--- src/rtl/lcd_ctrl.sv ---
// HD44780-style 4-bit write-only LCD controller: power-up init sequence, then
// byte writes split into two E-strobed nibbles with per-command settle waits.
module lcd_ctrl #(
  parameter int P_PWRUP      = 750000,
  parameter int P_INIT_LONG  = 205000,
  parameter int P_INIT_SHORT = 5000,
  parameter int P_CMD        = 2000,
  parameter int P_CLR        = 82000,
  parameter int P_SU         = 2,
  parameter int P_E          = 12,
  parameter int P_GAP        = 50
) (
  input  logic       clk,
  input  logic       rst_n,
  input  logic       wr_valid,
  input  logic       wr_rs,
  input  logic [7:0] wr_data,
  output logic       wr_ready,
  output logic       init_done,
  output logic       lcd_rs,
  output logic       lcd_rw,
  output logic       lcd_e,
  output logic [3:0] sf_d
);

  function automatic int max2(input int a, input int b);
    return (a > b) ? a : b;
  endfunction

  localparam int P_MAX = max2(max2(max2(P_PWRUP, P_INIT_LONG), max2(P_INIT_SHORT, P_CMD)),
                              max2(max2(P_CLR, P_SU), max2(P_E, P_GAP)));
  localparam int CW = $clog2(P_MAX + 1);

  // Counter reload values: a state loaded with N-1 lasts exactly N cycles.
  localparam logic [CW-1:0] L_PWRUP      = CW'(P_PWRUP - 1);
  localparam logic [CW-1:0] L_INIT_LONG  = CW'(P_INIT_LONG - 1);
  localparam logic [CW-1:0] L_INIT_SHORT = CW'(P_INIT_SHORT - 1);
  localparam logic [CW-1:0] L_CMD        = CW'(P_CMD - 1);
  localparam logic [CW-1:0] L_CLR        = CW'(P_CLR - 1);
  localparam logic [CW-1:0] L_SU         = CW'(P_SU - 1);
  localparam logic [CW-1:0] L_E          = CW'(P_E - 1);
  localparam logic [CW-1:0] L_GAP        = CW'(P_GAP - 1);

  typedef enum logic [3:0] {
    PWRUP, INIT_SU, INIT_E, INIT_WAIT, IDLE,
    SU_HI, E_HI, GAP, SU_LO, E_LO, WAIT
  } state_t;

  state_t        state, state_nx;
  logic [CW-1:0] cnt, cnt_ld_val, init_wait_len;
  logic          cnt_ld, cnt_done, is_clr, accept;
  logic [1:0]    step, step_nx;
  logic          rs_q, rs_nx;
  logic [7:0]    data_q, data_nx;
  logic          lcd_rs_nx, lcd_e_nx;
  logic [3:0]    sf_d_nx;

  assign cnt_done = (cnt == '0);
  assign accept   = (state == IDLE) && wr_valid;
  assign is_clr   = !rs_q && (data_q <= 8'h03);
  assign lcd_rw   = 1'b0;

  always_comb begin
    unique case (step)
      2'd0:    init_wait_len = L_INIT_LONG;
      2'd1:    init_wait_len = L_INIT_SHORT;
      default: init_wait_len = L_CMD;
    endcase
  end

  always_comb begin
    state_nx   = state;
    cnt_ld     = 1'b0;
    cnt_ld_val = '0;
    unique case (state)
      PWRUP:     if (cnt_done) begin state_nx = INIT_SU;   cnt_ld = 1'b1; cnt_ld_val = L_SU; end
      INIT_SU:   if (cnt_done) begin state_nx = INIT_E;    cnt_ld = 1'b1; cnt_ld_val = L_E; end
      INIT_E:    if (cnt_done) begin state_nx = INIT_WAIT; cnt_ld = 1'b1; cnt_ld_val = init_wait_len; end
      INIT_WAIT: if (cnt_done) begin
        if (step == 2'd3) begin
          state_nx = IDLE;
        end else begin
          state_nx = INIT_SU; cnt_ld = 1'b1; cnt_ld_val = L_SU;
        end
      end
      IDLE:      if (wr_valid) begin state_nx = SU_HI;     cnt_ld = 1'b1; cnt_ld_val = L_SU; end
      SU_HI:     if (cnt_done) begin state_nx = E_HI;      cnt_ld = 1'b1; cnt_ld_val = L_E; end
      E_HI:      if (cnt_done) begin state_nx = GAP;       cnt_ld = 1'b1; cnt_ld_val = L_GAP; end
      GAP:       if (cnt_done) begin state_nx = SU_LO;     cnt_ld = 1'b1; cnt_ld_val = L_SU; end
      SU_LO:     if (cnt_done) begin state_nx = E_LO;      cnt_ld = 1'b1; cnt_ld_val = L_E; end
      E_LO:      if (cnt_done) begin
        state_nx = WAIT; cnt_ld = 1'b1; cnt_ld_val = is_clr ? L_CLR : L_CMD;
      end
      WAIT:      if (cnt_done) state_nx = IDLE;
      default:   begin state_nx = PWRUP; cnt_ld = 1'b1; cnt_ld_val = L_PWRUP; end
    endcase
  end

  always_comb begin
    step_nx = step;
    if (state == INIT_WAIT && cnt_done) step_nx = step + 2'd1;
    rs_nx   = accept ? wr_rs   : rs_q;
    data_nx = accept ? wr_data : data_q;
  end

  // Pins are decoded from next-state values and registered, so they carry
  // exactly the timing of the state they belong to without decode glitches.
  always_comb begin
    lcd_e_nx  = 1'b0;
    lcd_rs_nx = 1'b0;
    sf_d_nx   = '0;
    unique case (state_nx)
      INIT_SU, INIT_E, INIT_WAIT: begin
        sf_d_nx  = (step_nx == 2'd3) ? 4'h2 : 4'h3;
        lcd_e_nx = (state_nx == INIT_E);
      end
      SU_HI, E_HI, GAP: begin
        sf_d_nx   = data_nx[7:4];
        lcd_rs_nx = rs_nx;
        lcd_e_nx  = (state_nx == E_HI);
      end
      SU_LO, E_LO, WAIT: begin
        sf_d_nx   = data_nx[3:0];
        lcd_rs_nx = rs_nx;
        lcd_e_nx  = (state_nx == E_LO);
      end
      default: ;
    endcase
  end

  always_ff @(posedge clk or negedge rst_n) begin
    if (!rst_n) begin
      state  <= PWRUP;
      cnt    <= L_PWRUP;
      step   <= 2'd0;
      rs_q   <= 1'b0;
      data_q <= '0;
    end else begin
      state  <= state_nx;
      step   <= step_nx;
      rs_q   <= rs_nx;
      data_q <= data_nx;
      if (cnt_ld)         cnt <= cnt_ld_val;
      else if (!cnt_done) cnt <= cnt - CW'(1);
    end
  end

  always_ff @(posedge clk or negedge rst_n) begin
    if (!rst_n) begin
      lcd_e     <= 1'b0;
      lcd_rs    <= 1'b0;
      sf_d      <= '0;
      wr_ready  <= 1'b0;
      init_done <= 1'b0;
    end else begin
      lcd_e    <= lcd_e_nx;
      lcd_rs   <= lcd_rs_nx;
      sf_d     <= sf_d_nx;
      wr_ready <= (state_nx == IDLE);
      if (state_nx == IDLE) init_done <= 1'b1;
    end
  end

endmodule

--- config.mk ---
export PLATFORM = sky130hd
export DESIGN_NAME = lcd_ctrl
export DESIGN_NICKNAME = d
export VERILOG_FILES = /design/src/rtl/lcd_ctrl.sv
export SDC_FILE = /design/constraint.sdc
export NUM_CORES = 1
export LEC_CHECK = 0
export ABC_AREA = 1
export CORE_ASPECT_RATIO = 0.6
export CORE_MARGIN = 2
export CORE_UTILIZATION = 24
export DETAILED_ROUTE_END_ITERATION = 16
export PLACE_DENSITY_LB_ADDON = 0.15
export SYNTH_ARGS = -nofsm -noshare
export SYNTH_HDL_FRONTEND = slang
export SYNTH_SLANG_ARGS = --single-unit
--- constraint.sdc ---
create_clock -name clk -period 2.5 [get_ports clk]
set_input_delay 0.5 -clock clk [delete_from_list [all_inputs] [get_ports clk]]
set_output_delay 0.5 -clock clk [all_outputs]
set_load 0.02 [all_outputs]
==> impl_metrics.tcl <==
set metrics [dict create \
    outcome "complete, no violations" \
    drc 0 \
    via_per_inst 4.35 \
    synth_warnings 0 \
    die_h_um 83.6 \
    io-pin-count 21 \
    min_path_type "input pin to asynchronous set/reset pin" \
    netlist_instances 324 \
    start_util 0.244 \
    cts-root-buf "clkbuf_16" \
    crit_fanout 3 \
    cts_tree "yes" \
    finalCriticalPeriod_ps 2250 \
    synth_edf_count 0 \
    cts_resized 0 \
    crit_end "cnt[17]$_DFFE_PN1P_" \
    drv_slew 0 \
    area_delta_synth_final_pct 20.4 \
    grt_max_degree 44 \
    timing.final.ws_setup_ps 246 \
    antenna_found_initial 0 \
    fp.dieArea_mm2 0.0114 \
    drt.antenna.violating_nets 0 \
    grt_pass1_vias 1982 \
    finalNetCount 368 \
    n_antenna_cell 0 \
    start_kind "register" \
    p_leak_nw 1.47 \
    synth_cell_types 36 \
    finalSetupViolations 0 \
    final_common_cell "nand2_1" \
    maxCapViolCount 0 \
    dpl.cell_count 483 \
    async_flop_share 1.00 \
    vdd_drop_max_uv 247 \
    grt_pass1_wl_um 11000 \
    design_area_mm2 0.00306 \
    cts_hold_buf 0 \
    layout-drive-gt1-share 0.159 \
    dp_hpwl_um 5140 \
    cts-buffers-inserted 5 \
    grt.overflow.total 0 \
    max_freq_mhz 444 \
    arrival_ps 2450 \
    postPlaceCellArea_mm2 0.00291 \
    dp_slack_ps 246 \
    worst-r2r-setup-slack_ps 250 \
    ys.flop_type "dfrtp_1" \
    cp.required_ps 2700 \
    finalHoldViolations 0 \
    fillers 1126 \
    clock_latency_ps 290 \
    reg2reg_depth 8 \
    cts_setup_buffers 0 \
    timing.slew.headroom 0.659 \
    tightest_slew_ps 508 \
    clkSinkCount 43 \
    syn_area_per_cell_um2 7.83 \
    final_util 0.293 \
    final.setup_skew_ps 9.89 \
    clk_pin_slew_worst_paths_ps 70 \
    numPortBuffers 19 \
    power_density_mw_per_mm2 455 \
    num_vias 2138 \
    crit_type "register to register" \
    wl_um 6590 \
    seq_area_frac_synth 0.430 \
    drt-initial-drc-count 180 \
    place_congestion 0.807 \
    core_region_area_mm2 0.0104 \
    syn-cell-area_mm2 0.00254 \
    period_share 0.902 \
    cts-htree-levels 2 \
    instances_no_fill 491 \
    num_rows 29 \
    rr_endpoint "cnt[17]$_DFFE_PN1P_" \
    die_x_um 137 \
    end_kind "register" \
    ys_ff_latch 43 \
    rsz0062_at_grt "no" \
    layout_common_cells "nand2_1 (65), inv_1 (42), nor2_1 (39)" \
    cts_buffer_depth 2 \
    dr.pass1.iters 4 \
    wl_per_cell_um 13.4 \
    finalSetupTns_ps 0 \
    cp-startpoint "cnt[8]$_DFFE_PN1P_" \
    syn-num-nets 341 \
    r2r_start "cnt[8]$_DFFE_PN1P_" \
    grt_usage 0.128 \
]
==> routing by layer <==
layer	track usage	share of wire	vias up
li1	-	-	1092
met1	0.229	0.61	995
met2	0.138	0.33	44
met3	0.0304	0.050	7
met4	0.0313	0.0097	0
met5	0	0	-
==> critical path, stage by stage (launching register included) <==
cell and delay [ps]:
dfstp_2 380, or2_2 310, nor3_1 390, nand3_1 130
nor2_1 380, nand2_1 120, xnor2_1 190, nand2_1 70
a21oi_1 180
==> synth_stat cells (3+ instances only) <==
cell type	n	area [µm²]
nand2_1	65	244
inv_1	42	158
nor2_1	39	146
dfrtp_1	30	751
a21oi_1	26	130
nand3_1	15	75.1
o21ai_0	14	70.1
dfstp_2	13	342
nor3_1	10	50.1
nor2_2	7	43.8
xor2_1	7	61.3
nand2_2	6	37.5
xnor2_1	6	52.6
ha_1	5	62.6
nand4_1	5	31.3
a31oi_1	3	18.8
buf_6	3	33.8
or2_2	3	18.8
==> cell families (layout without fill, tap and decap cells) <==
logic type      count (synthesis)  after routing  share of synthesized area
flops                          43             43                      0.430
compound gates                 50             50                      0.105
fa+ha+maj                       5              5                     0.0247
simple gates                  161            161                      0.306
xor+xnor                       13             13                     0.0449
other cells                     1              1                    0.00148
buf+inv                        51             79                     0.0878
==> state kept, by name (all words and copies together), names as in the netlist <==
register and flops:
lcd_e 1, step 2, lcd_rs 1, data_q 8, state 4, init_done 1
sf_d 4, cnt 20, wr_ready 1, rs_q 1
==> power breakdown <==
part | internal, mW | leakage, nW | switching, mW | total, mW
sequential | 0.697 | 0.499 | 0 | 0.697
clock | 0.369 | 0.0658 | 0.291 | 0.659
combinational | 0.0174 | 0.905 | 0.0178 | 0.0351
total | 1.08 | 1.47 | 0.309 | 1.39
==> cell type report <==
type	count	area, µm²	share of cell area
multi-input cells	230	1220	0.400
flip-flops and latches	43	1090	0.357
repair buffers	26	250	0.0819
well taps	139	174	0.0569
inverters	45	171	0.0561
clock buffers	5	125	0.0410
clock inverters	3	20.0	0.00655
==> worst min path at each step <==
stage	startpoint	endpoint	slack, ps
floorplan	rst_n	cnt[10]$_DFFE_PN0P_	200
global placement	init_done$_DFFE_PN0P_	init_done$_DFFE_PN0P_	460
detailed placement	init_done$_DFFE_PN0P_	init_done$_DFFE_PN0P_	460
CTS	rst_n	init_done$_DFFE_PN0P_	190
global route	rst_n	sf_d[0]$_DFF_PN0_	190
finish	rst_n	sf_d[0]$_DFF_PN0_	170
==> per-stage QoR <==
| stage | power [mW] | hold WS, ps |
|---|---|---|
| global route | 1.45 | 194 |
| finish | 1.39 | 172 |
| global placement | 0.746 | 455 |
| detailed placement | 0.746 | 456 |
| CTS | 1.41 | 187 |
| floorplan | 0.712 | 204 |
No activity file was read; power rests on OpenSTA's default activity.
